### src/rtl/blink_seq_if.sv
// Control/status bundle for blink_seq: time-base tick, burst requests and
// the sequenced LED/status outputs.
interface blink_seq_if #(
  parameter int NW = 4
) ();

  logic          tick;
  logic          start;
  logic          stop;
  logic          repeat_en;
  logic [NW-1:0] nblink;
  logic          led;
  logic          busy;
  logic          burst_done;

  modport master (
    output tick,
    output start,
    output stop,
    output repeat_en,
    output nblink,
    input  led,
    input  busy,
    input  burst_done
  );

  modport slave (
    input  tick,
    input  start,
    input  stop,
    input  repeat_en,
    input  nblink,
    output led,
    output busy,
    output burst_done
  );

endinterface

### src/rtl/blink_seq.sv
// Burst LED sequencer: nblink ON/OFF blinks timed in upstream ticks, then a
// gap, optionally repeating. All outputs are registered.
module blink_seq #(
  parameter int ON_TICKS  = 2,
  parameter int OFF_TICKS = 2,
  parameter int GAP_TICKS = 4,
  parameter int NW        = 4
) (
  input  logic        clk,
  input  logic        rst_n,
  blink_seq_if.slave  bus
);

  localparam int MAX_ON_OFF = (ON_TICKS > OFF_TICKS) ? ON_TICKS : OFF_TICKS;
  localparam int MAX_TICKS  = (MAX_ON_OFF > GAP_TICKS) ? MAX_ON_OFF : GAP_TICKS;
  localparam int CW         = (MAX_TICKS < 2) ? 1 : $clog2(MAX_TICKS + 1);

  localparam logic [CW-1:0] ON_LAST  = CW'(ON_TICKS - 1);
  localparam logic [CW-1:0] OFF_LAST = CW'(OFF_TICKS - 1);
  localparam logic [CW-1:0] GAP_LAST = CW'(GAP_TICKS - 1);

  typedef enum logic [1:0] {
    IDLE = 2'd0,
    ON   = 2'd1,
    OFF  = 2'd2,
    GAP  = 2'd3
  } state_t;

  state_t        state, state_n;
  logic [CW-1:0] tick_cnt, tick_cnt_n;
  logic [NW-1:0] blinks_left, blinks_left_n;
  logic [NW-1:0] count_latched, count_latched_n;
  logic          done_n;

  always_ff @(posedge clk or negedge rst_n) begin
    if (!rst_n) begin
      state         <= IDLE;
      tick_cnt      <= '0;
      blinks_left   <= '0;
      count_latched <= '0;
      bus.led        <= 1'b0;
      bus.busy       <= 1'b0;
      bus.burst_done <= 1'b0;
    end else begin
      state         <= state_n;
      tick_cnt      <= tick_cnt_n;
      blinks_left   <= blinks_left_n;
      count_latched <= count_latched_n;
      bus.led        <= (state_n == ON);
      bus.busy       <= (state_n != IDLE);
      bus.burst_done <= done_n;
    end
  end

  // A phase ends on the tick that makes the count reach its length; that tick
  // clears the counter, so it never counts toward the phase being entered.
  always_comb begin
    state_n         = state;
    tick_cnt_n      = tick_cnt;
    blinks_left_n   = blinks_left;
    count_latched_n = count_latched;
    done_n          = 1'b0;

    if (bus.stop) begin
      state_n    = IDLE;
      tick_cnt_n = '0;
    end else begin
      unique case (state)
        IDLE: begin
          if (bus.start && (bus.nblink != '0)) begin
            state_n         = ON;
            blinks_left_n   = bus.nblink;
            count_latched_n = bus.nblink;
            tick_cnt_n      = '0;
          end
        end

        ON: begin
          if (bus.tick) begin
            if (tick_cnt == ON_LAST) begin
              state_n    = OFF;
              tick_cnt_n = '0;
              if (blinks_left != '0) begin
                blinks_left_n = blinks_left - 1'b1;
              end
            end else begin
              tick_cnt_n = tick_cnt + 1'b1;
            end
          end
        end

        OFF: begin
          if (bus.tick) begin
            if (tick_cnt == OFF_LAST) begin
              tick_cnt_n = '0;
              if (blinks_left != '0) begin
                state_n = ON;
              end else begin
                state_n = GAP;
                done_n  = 1'b1;
              end
            end else begin
              tick_cnt_n = tick_cnt + 1'b1;
            end
          end
        end

        GAP: begin
          if (bus.tick) begin
            if (tick_cnt == GAP_LAST) begin
              tick_cnt_n = '0;
              if (bus.repeat_en) begin
                state_n       = ON;
                blinks_left_n = count_latched;
              end else begin
                state_n = IDLE;
              end
            end else begin
              tick_cnt_n = tick_cnt + 1'b1;
            end
          end
        end

        default: begin
          state_n    = IDLE;
          tick_cnt_n = '0;
        end
      endcase
    end
  end

endmodule

### src/flat_wrapper.sv
// flat-port wrapper written by rule: the top's interface ports become plain ports
module blink_seq_flat 
#(
  parameter int ON_TICKS  = 2,
  parameter int OFF_TICKS = 2,
  parameter int GAP_TICKS = 4,
  parameter int NW        = 4
)
  (clk, rst_n, bus_tick, bus_start, bus_stop, bus_repeat_en, bus_nblink, bus_led, bus_busy, bus_burst_done);
  blink_seq_if #(.NW(NW)) bus_i ();
  input  logic clk;
  input  logic rst_n;
  input wire logic [$bits(bus_i.tick)-1:0] bus_tick;
  input wire logic [$bits(bus_i.start)-1:0] bus_start;
  input wire logic [$bits(bus_i.stop)-1:0] bus_stop;
  input wire logic [$bits(bus_i.repeat_en)-1:0] bus_repeat_en;
  input wire logic [$bits(bus_i.nblink)-1:0] bus_nblink;
  output wire logic [$bits(bus_i.led)-1:0] bus_led;
  output wire logic [$bits(bus_i.busy)-1:0] bus_busy;
  output wire logic [$bits(bus_i.burst_done)-1:0] bus_burst_done;
  assign bus_i.tick = bus_tick;
  assign bus_i.start = bus_start;
  assign bus_i.stop = bus_stop;
  assign bus_i.repeat_en = bus_repeat_en;
  assign bus_i.nblink = bus_nblink;
  assign bus_led = bus_i.led;
  assign bus_busy = bus_i.busy;
  assign bus_burst_done = bus_i.burst_done;
  blink_seq #(.ON_TICKS(ON_TICKS), .OFF_TICKS(OFF_TICKS), .GAP_TICKS(GAP_TICKS), .NW(NW)) u_core (.clk(clk), .rst_n(rst_n), .bus(bus_i));
endmodule
### config.mk
export PLATFORM = sky130hd
export DESIGN_NAME = blink_seq_flat
export DESIGN_NICKNAME = d
export VERILOG_FILES = /design/src/rtl/blink_seq_if.sv /design/src/rtl/blink_seq.sv /design/src/flat_wrapper.sv
export SDC_FILE = /design/constraint.sdc
export NUM_CORES = 1
export LEC_CHECK = 0
export CORE_MARGIN = 1.5
export CORE_UTILIZATION = 54
export CTS_CLUSTER_DIAMETER = 200
export CTS_CLUSTER_SIZE = 8
export DETAILED_ROUTE_END_ITERATION = 8
export PLACE_DENSITY = 0.75
export SYNTH_ARGS = -nofsm -noshare
export SYNTH_HDL_FRONTEND = slang
export SYNTH_SLANG_ARGS = --single-unit
### constraint.sdc
create_clock -name clk -period 2.05 [get_ports clk]
set_clock_uncertainty 0.05 [all_clocks]
set_input_delay 0.5125 -clock clk [delete_from_list [all_inputs] [get_ports clk]]
set_output_delay 0.5125 -clock clk [all_outputs]
set_load 0.1 [all_outputs]
==> results of run 1 <==
[worst paths after layout]
path	slack (ns)	end
max	0.08	u_core.count_latched[0]
min	0.47	u_core.blinks_left[1]
max reg2reg	0.13	u_core.bus.led
min reg2reg	0.47	u_core.blinks_left[1]
max in group asynchronous	1.26	u_core.state[1]
min in group asynchronous	0.50	u_core.bus.led
[per-stage QoR]
step | area [sq um] | utilization [%] | hold WS [ns] | std cells | total power (W)
floorplan | 1045 | - | 0.1669 | 108 | 0.001191
global placement | 1279 | 72.48 | 0.4432 | 156 | 0.001427
detailed placement | 1279 | 72.48 | 0.4498 | 156 | 0.001458
CTS | 1301 | 73.76 | 0.4717 | 159 | 0.001627
global route | 1303 | 73.83 | 0.4878 | 159 | 0.001768
finish | 1303 | 73.83 | 0.4667 | 159 | 0.001625
[kinds of logic after synthesis]
| logic type | count (synthesis) | share of synthesized area (%) |
|---|---|---|
| xor+xnor | 2 | 1.677 |
| buf+inv | 12 | 4.311 |
| fa+ha+maj | 11 | 13.17 |
| mux | 4 | 4.311 |
| flops | 16 | 38.32 |
| compound gates | 32 | 22.28 |
| simple gates | 31 | 15.93 |
[placed cells by master, fill, tap and decap left out, types with 3 or more instances in the layout]
master / n
a22o_1: 3
buf_4: 16
dfrtp_1: 15
nand2b_1: 3
a21oi_1: 9
mux2_2: 4
nor2_1: 5
clkdlybuf4s50_1: 9
clkbuf_4: 3
inv_1: 10
nand2_1: 12
ha_1: 11
o21ai_0: 7
[worst reg2reg max path, stage by stage, from the launching register on]
cell and delay [ns]:
dfrtp_1 0.41, inv_1 0.09, ha_1 0.17, nor3b_2 0.26
o21ai_1 0.10, a22o_1 0.19, a221o_1 0.39, nor2b_1 0.15
[final cells by class]
| cell class | count | area [sq um] | area share, % |
|---|---|---|---|
| Multi-Input combinational cell | 80 | 599.3 | 46.01 |
| Sequential cell | 16 | 401.6 | 30.84 |
| Timing Repair Buffer | 25 | 210.2 | 16.14 |
| Inverter | 10 | 37.54 | 2.882 |
| Tap cell | 25 | 31.28 | 2.402 |
| Clock buffer | 3 | 22.52 | 1.729 |
[registers in the layout (all words and copies together), names as in the netlist]
register and count:
u_core.blinks_left 4, u_core.bus.burst_done 1, u_core.bus.busy 1, u_core.bus.led 1, u_core.count_latched 4, u_core.state 2
u_core.tick_cnt 3
[power groups by stage]
stage / combinational (W) / sequential (W) / clock [W]
after CTS: 0.000923 / 0.000533 / 0.000170
after global routing: 0.00103 / 0.000555 / 0.000185
after global placement: 0.000887 / 0.000539 / 0
after floorplan: 0.000534 / 0.000658 / 0
after detailed placement: 0.000918 / 0.000539 / 0
final: 0.000927 / 0.000538 / 0.000160
[per-layer routing]
metal  GRT usage, %  vias up  part of all wire (%)
li1               -      437                     -
met1          30.35      419                    47
met2          38.90       27                    47
met3          6.538        4                   4.7
met4          11.11        0                   1.6
met5              0        -                     0
==> results.json, run 1 <==
{
  "min_period_ns": 1.972,
  "p_sw_w": 0.0007552,
  "crit_path_cell_trace": "clkdlybuf4s50_1 -> o41ai_4 -> nor3b_1 -> mux2_2",
  "critPathBufInv": 1,
  "grt_pass1_wl_microns": 3705,
  "die_x_microns": 46.99,
  "die-area_sq_um": 2208,
  "hold_depth": 2,
  "max-cap-violations": 0,
  "ys_seq_area_share_pct": 38.32,
  "start_util_pct": 59.22,
  "cts_resized": 0,
  "start_kind": "primary input",
  "syn_inst": 108,
  "gp_congestion": 0.8167,
  "timing.fmax_mhz": 507.0,
  "synthTopCellsByArea": "dfrtp_1 (38%), ha_1 (13%), a21oi_1 (4.3%), mux2_2 (4.3%), nand2_1 (4.3%)",
  "ys.flop_type": "dfrtp_1",
  "max-vdd-ir-drop_v": 0.0007182,
  "worst-path-max-fanout": 4,
  "reg2reg_from": "u_core.blinks_left[0]",
  "grt_usage_pct": 24.25,
  "power.clock.fraction_pct": 9.9,
  "drc": 0,
  "syn_area_per_cell_sq_um": 9.674,
  "worst_r2r_path_depth": 7,
  "gr-total-overflow": 0,
  "drive_above_1_share_pct": 20.15,
  "core_area_sq_um": 1764,
  "grt_pass1_vias": 885,
  "slew_headroom_pct": 59.97,
  "port_buffers": 12,
  "period_share_pct": 96.21,
  "cts_tree": "done",
  "synthesis.area_sq_um": 1045,
  "vias_per_cell": 5.579,
  "setup_viol": 0,
  "finalSetupTns_ns": 0,
  "combPwrFrac_pct": 57.0,
  "synth_cell_type_count": 34,
  "power_frac_seq_pct": 33.1,
  "cpMaxStageDelayCell": "clkdlybuf4s50_1",
  "synth_edf_count": 0,
  "yosys.area.top_type_share_pct": 38.32,
  "hold_violations": 0,
  "cp-startpoint": "bus_nblink[3]",
  "h-tree-depth": 1,
  "antenna_found_initial": 0,
  "crit_required_ns": 2.17,
  "numCtsBuffers": 3,
  "yosysTopAreaCell": "dfrtp_1",
  "cellPowerDensity_nw_per_um2": 1248,
  "rsz0062_at_grt": "false",
  "ctsHoldBuffers": 0,
  "hold_path.startpoint": "u_core.blinks_left[1]",
  "critical_path_cell_count": 4,
  "pre_cts_ws_ns": -0.2196,
  "hp-class": "reg2reg",
  "swShare_pct": 46.47,
  "final.setup.worst_slack_ns": 0.07776,
  "die_h_microns": 46.99,
  "wire_per_inst_microns": 13.28,
  "post-dp-hpwl_microns": 1657,
  "worst_pin_slew_ns": 0.5992,
  "async_flop_share_pct": 100.0,
  "ys.warnings.count": 0,
  "antenna_cells": 0,
  "drtPass1Iterations": 4,
  "cts_num_sinks": 16,
  "drtIter0Drc": 9,
  "wirelength_microns": 2112,
  "pin_count": 13,
  "core.rowCount": 15,
  "clock_latency_ns": 0.28,
  "postCtsSetupBuffers": 0,
  "synth_fp_nets": 129,
  "power.internal_w": 0.0008698,
  "synth_most_common_cell": "dfrtp_1",
  "worst-endpoint-arrival_ns": 2.09,
  "critical_path.max_stage_delay_ns": 0.53,
  "drv_slew": 0,
  "grt_max_degree": 17,
  "postRouteAntennaNets": 0,
  "p_leak_nw": 0.5998,
  "cts-root-buf": "clkbuf_4",
  "critPathTopFamily": "buffers and inverters",
  "nets": 157,
  "area_delta_synth_final_pct": 24.67,
  "fillers": 155,
  "cp-end-kind": "register",
  "vias": 887,
  "synth_seq_cells": 16,
  "clk_path_buf_depth": 2,
  "status": "finished clean",
  "ys_top_cells_by_count": "dfrtp_1 (16), nand2_1 (12), ha_1 (11)",
  "path_class": "in2reg",
  "clkSlewWorstSetupHoldPaths_ns": 0.09
}
Power figures use the tool's default switching activity.
==> inputs of run 2 (changes only) <==
Settings changed: CORE_MARGIN 1.5 to not set.
==> run 2 against run 1 <==
Compared with the run above:
- setup slack improved by 0.018 ns
- routed wire length shrank 3.9%
- hold slack better by 0.00053 ns
- combinational power down 1%
- critical path depth unchanged
==> results.json, run 2 (same netlist as run 1, synthesis figures left out) <==
{
  "status": "finished clean",
  "wire_per_inst_microns": 12.69,
  "nets": 157,
  "min_period_ns": 1.954,
  "cts_tree": "done",
  "worst_pin_slew_ns": 0.5748,
  "postRouteAntennaNets": 0,
  "gr-total-overflow": 0,
  "power.internal_w": 0.0009067,
  "place_inst": 156,
  "cts_resized": 0,
  "power.clock.fraction_pct": 12.9,
  "gp_congestion": 0.8091,
  "cts-root-buf": "clkbuf_4",
  "grt_pass1_wl_microns": 3608,
  "dpl_cell_area_sq_um": 1279,
  "power_frac_seq_pct": 31.8,
  "max-vdd-ir-drop_v": 0.0007050,
  "path_class": "in2reg",
  "antenna_cells": 0,
  "postCtsSetupBuffers": 0,
  "worst-endpoint-arrival_ns": 2.08,
  "die_x_microns": 45.99,
  "start_util_pct": 59.22,
  "final_area_sq_um": 1315,
  "fillers": 141,
  "hold_violations": 0,
  "clock_latency_ns": 0.29,
  "swShare_pct": 45.09,
  "numCtsBuffers": 3,
  "grt_usage_pct": 24.36,
  "timing.fmax_mhz": 511.8,
  "final_core_util_pct": 74.54,
  "core.rowCount": 15,
  "cp-end-kind": "register",
  "drtIter0Drc": 11,
  "die_h_microns": 45.99,
  "cellPowerDensity_nw_per_um2": 1256,
  "start_kind": "primary input",
  "grt_max_degree": 17,
  "fin_cells": 160,
  "pin_count": 13,
  "crit_required_ns": 2.17,
  "top_regs": "u_core.blinks_left (4), u_core.count_latched (4), u_core.tick_cnt (3)",
  "hp-class": "in2async",
  "drtPass1Iterations": 4,
  "period_share_pct": 95.32,
  "h-tree-depth": 1,
  "max-cap-violations": 0,
  "vias_per_cell": 5.406,
  "die-area_sq_um": 2115,
  "post-dp-hpwl_microns": 1601,
  "combPwrFrac_pct": 55.3,
  "finalSetupTns_ns": 0,
  "grt_pass1_vias": 876,
  "setup_viol": 0,
  "clk_path_buf_depth": 2,
  "drv_slew": 0,
  "final_cell_mix": "buf_4 (16), dfrtp_1 (16), nand2_1 (12)",
  "ctsHoldBuffers": 0,
  "cts_num_sinks": 16,
  "core_area_sq_um": 1764,
  "drive_above_1_share_pct": 20.00,
  "p_total_w": 0.001651,
  "clkSlewWorstSetupHoldPaths_ns": 0.10,
  "wirelength_microns": 2030,
  "p_sw_w": 0.0007445,
  "antenna_found_initial": 0,
  "vias": 865,
  "area_delta_synth_final_pct": 25.87,
  "port_buffers": 12,
  "p_leak_nw": 0.6094,
  "drc": 0,
  "slew_headroom_pct": 61.60,
  "worst-path-max-fanout": 4,
  "rsz0062_at_grt": "false"
}
## run 2: cell types whose count changed in the layout (fill, tap and decap cells not counted), sizes merged
cell    change
clkbuf      +1
## run 2: final timing paths
path                                         start                 endpoint  slack (ns)  cells past startpoint
max                                  bus_nblink[3]  u_core.count_latched[2]         0.1                      4
min                                          rst_n    u_core.bus.burst_done        0.47                      2
max reg2reg                  u_core.blinks_left[0]           u_core.bus.led        0.18                      7
min reg2reg                u_core.count_latched[3]  u_core.count_latched[3]        0.47                      1
max in group asynchronous                    rst_n       u_core.tick_cnt[2]        1.30                      2
min in group clk           u_core.count_latched[3]  u_core.count_latched[3]        0.47                      1
## run 2: power groups by stage
stage | clock, W | combinational [W] | sequential [W]
2_1_floorplan | 0 | 0.000534 | 0.000658
3_3_place_gp | 0 | 0.000895 | 0.000531
3_5_place_dp | 0 | 0.000916 | 0.000533
4_1_cts | 0.000218 | 0.000920 | 0.000526
5_1_grt | 0.000225 | 0.00103 | 0.000545
6_report | 0.000212 | 0.000914 | 0.000525
## run 2: critical path, stage by stage
cell             delay, ns
clkdlybuf4s50_1       0.53
o41ai_4               0.11
nor3b_1               0.52
mux2_2                0.41
## run 2: area by class of cell
class                      count  area [sq um]  share of cell area (%)
clock buffer                   4         36.28                   2.759
sequential                    16         400.4                   30.45
timing repair buffer          25         210.2                   15.98
multi-input combinational     80         599.3                   45.58
inverter                      10         37.54                   2.854
tap                           25         31.28                   2.379
## run 2: stage by stage
step	hold WS, ns	setup slack [ns]
global placement	0.4438	-0.1991
floorplan	0.1669	0.3049
global route	0.4923	0.002485
finish	0.4672	0.09604
detailed placement	0.4482	-0.2213
CTS	0.4725	0.08777
## run 2: layer usage
layer / track usage (%) / share of wire, % / up-vias
met2: 39.44 / 48 / 15
met4: 11.18 / 1.6 / 0
met3: 4.365 / 3.5 / 4
li1: - / - / 438
met5: 0 / 0 / -
met1: 31.20 / 47 / 408
==> inputs of run 3 (changes only) <==
Settings changed: GPL_ROUTABILITY_DRIVEN set to 0.
==> results of run 3 <==
The final DEF is identical to that of run 2; final timing and power are the same.
==> variant, RTL diff (flow settings as in run 2) <==
`OFF_TICKS` is set to 2 in 2 places; all go to 8.
--- a/src/rtl/blink_seq.sv
+++ b/src/rtl/blink_seq.sv
@@ -3,5 +3,5 @@
 module blink_seq #(
   parameter int ON_TICKS  = 2,
-  parameter int OFF_TICKS = 2,
+  parameter int OFF_TICKS = 8,
   parameter int GAP_TICKS = 4,
   parameter int NW        = 4
--- a/src/flat_wrapper.sv
+++ b/src/flat_wrapper.sv
@@ -3,5 +3,5 @@
 #(
   parameter int ON_TICKS  = 2,
-  parameter int OFF_TICKS = 2,
+  parameter int OFF_TICKS = 8,
   parameter int GAP_TICKS = 4,
   parameter int NW        = 4
Behaviour: not the same (a bounded check fails within 10 cycles, from zero or initial values and one cycle with rst_n low).
==> variant against run 2 <==
- routed wire length grew 6.9%
- synthesized area grew 4.6%
- setup slack gained 0.012 ns
- sequential cell count grew 1
- utilization shrank 3.2 points
- final area shrank 2.3%
- fmax grew 0.59%
- critical path type unchanged
- critical endpoint is now u_core.blinks_left[2]
- highest routed layer unchanged
Power is not compared: it rests on default switching activity, and its combinational part moved more than twofold at a synthesized area within 25%.
==> variant: results (changes against run 2) <==
setup_path:
  critPathMaxStageDelay_ns: 0.45  # -0.08 ns
  crit_end: "u_core.blinks_left[2]"
  worstRegToRegCells: 5  # -2
  r2r-end: "u_core.blinks_left[2]"
  worstSetupStartpoint: "bus_nblink[1]"
  cp_slowest_cell: "clkdlybuf4s50_1"
  crit_family: "compound AO/OA/AOI/OAI gates"
  r2r_setup_slack_ns: 0.16  # -0.02 ns
  cp.arrival_ns: 2.07
  r2r_start: "u_core.blinks_left[0]"
  worstPathMaxFanout: 3  # -1
synth:
  yosysWarnings: 0  # unchanged
  syn-num-nets: 117  # -9.3%
  synth_seq_area_share_pct: 38.9  # +0.62 points
  yosys-top-cells-count: "dfrtp_1 (17), nand2_1 (9), inv_1 (6)"
  synthTopCellsByArea: "dfrtp_1 (39%), mux2_2 (5.2%), mux2i_1 (4.6%)"
  synthDistinctLibCells: 39  # +15%
  synth-async-reset-ratio_pct: 100  # unchanged
pwr:
  leakagePower_uw: 0.000561
  vdd_drop_max_mv: 0.457
grt:
  antenna_found_initial: 0  # unchanged
  grt.total_usage_pct: 23.6  # -0.74 points
  grt_pass1_vias: 851  # -2.9%
  grt_pass1_wl_mm: 3.62  # +0.39%
  grt_max_degree: 18  # +1
final_layout:
  fin_nets: 137  # -13%
  antennaDiodeCount: 0  # unchanged
  drive_gt1_share_pct: 22.0  # +2.0 points
  reg_top3: "u_core.blinks_left x4, u_core.count_latched x4, u_core.tick_cnt x4"
timing:
  worst_slew_pin_slew_ns: 0.407  # -0.168 ns
  setup_slack_ns: 0.108  # +0.0115 ns
detailed_routing:
  drt_first_pass_iters: 4  # unchanged
  drtIter0Drc: 26  # +15
  num_vias: 857  # -0.92%
  remaining_drc_errors: 0  # unchanged
  finalWirelength_mm: 2.17  # +6.9%
clock_network:
  cts-resized-gates: 0  # unchanged
  clkLatencyLatePin_ns: 0.29  # about the same
  htree_levels: 1  # unchanged
  cts_made_buffers: 3  # unchanged
  clockRootBuffer: "clkbuf_4"
  clock_tree.buffer_depth: 2  # unchanged
  postCtsSetupBuffers: 0  # unchanged
  clk_pin_slew_worst_paths_ns: 0.10  # about the same
worst_hold_path:
  hold_path.class: "reg2reg"
  min-delay-start: "u_core.count_latched[3]"
place:
  dp.final_hpwl_mm: 1.65  # +3.2%
  io_buffers: 12  # unchanged
  dpl_worst_slack_ns: -0.201  # +0.0202 ns
  place_congestion: 0.823  # +1.7%
run_status:
  status: "finished clean"
-- variant: report_power, final --
part           internal, µW  leakage (µW)  switching, µW  total [µW]
Clock                  72.4     0.0000177            106         178
Combinational           157      0.000327            152         309
Sequential              395      0.000216           52.6         448
-- variant: per-stage QoR --
stage,cell area (µm²),cells
after floorplan,1090,104
after global placement,1260,144
after detailed placement,1260,144
after CTS,1280,148
after global routing,1280,148
final,1280,148
-- variant: how the worst min path moves through the flow --
stage / to / slack, ns / cells after the start
2_1_floorplan: u_core.blinks_left[0] / 0.17 / 0
3_3_place_gp: u_core.count_latched[1] / 0.44 / 1
3_5_place_dp: u_core.count_latched[3] / 0.45 / 1
4_1_cts: u_core.count_latched[3] / 0.47 / 1
5_1_grt: u_core.count_latched[1] / 0.49 / 1
6_report: u_core.count_latched[3] / 0.47 / 1
-- variant: area by class of cell --
cell class / count / area, µm²
clock buffers: 3 / 22.5
clock inverters: 1 / 5.00
fillers: 154 / 517
inverters: 6 / 22.5
multi-input cells: 76 / 606
flip-flops and latches: 17 / 425
well taps: 25 / 31.3
repair buffers: 20 / 173
-- variant: layer usage --
| layer | global-route usage (%) | vias up | part of all wire [%] |
|---|---|---|---|
| met3 | 4.23 | 8 | 4.7 |
| li1 | - | 416 | - |
| met4 | 14.3 | 0 | 2.4 |
| met2 | 35.3 | 25 | 45 |
| met5 | 0 | - | 0 |
| met1 | 31.8 | 408 | 48 |
-- variant: logic make-up after synthesis --
group                      after synthesis  synth area share, %
buffers and inverters                   11                 5.61
xor gates and xnor gates                 2                 1.60
AOI/OAI and AO/OA                       25                 20.0
muxes                                   13                 13.5
and+or+nand+nor                         33                 16.8
DFF                                     17                 38.9
adders and majority gates                3                 3.44
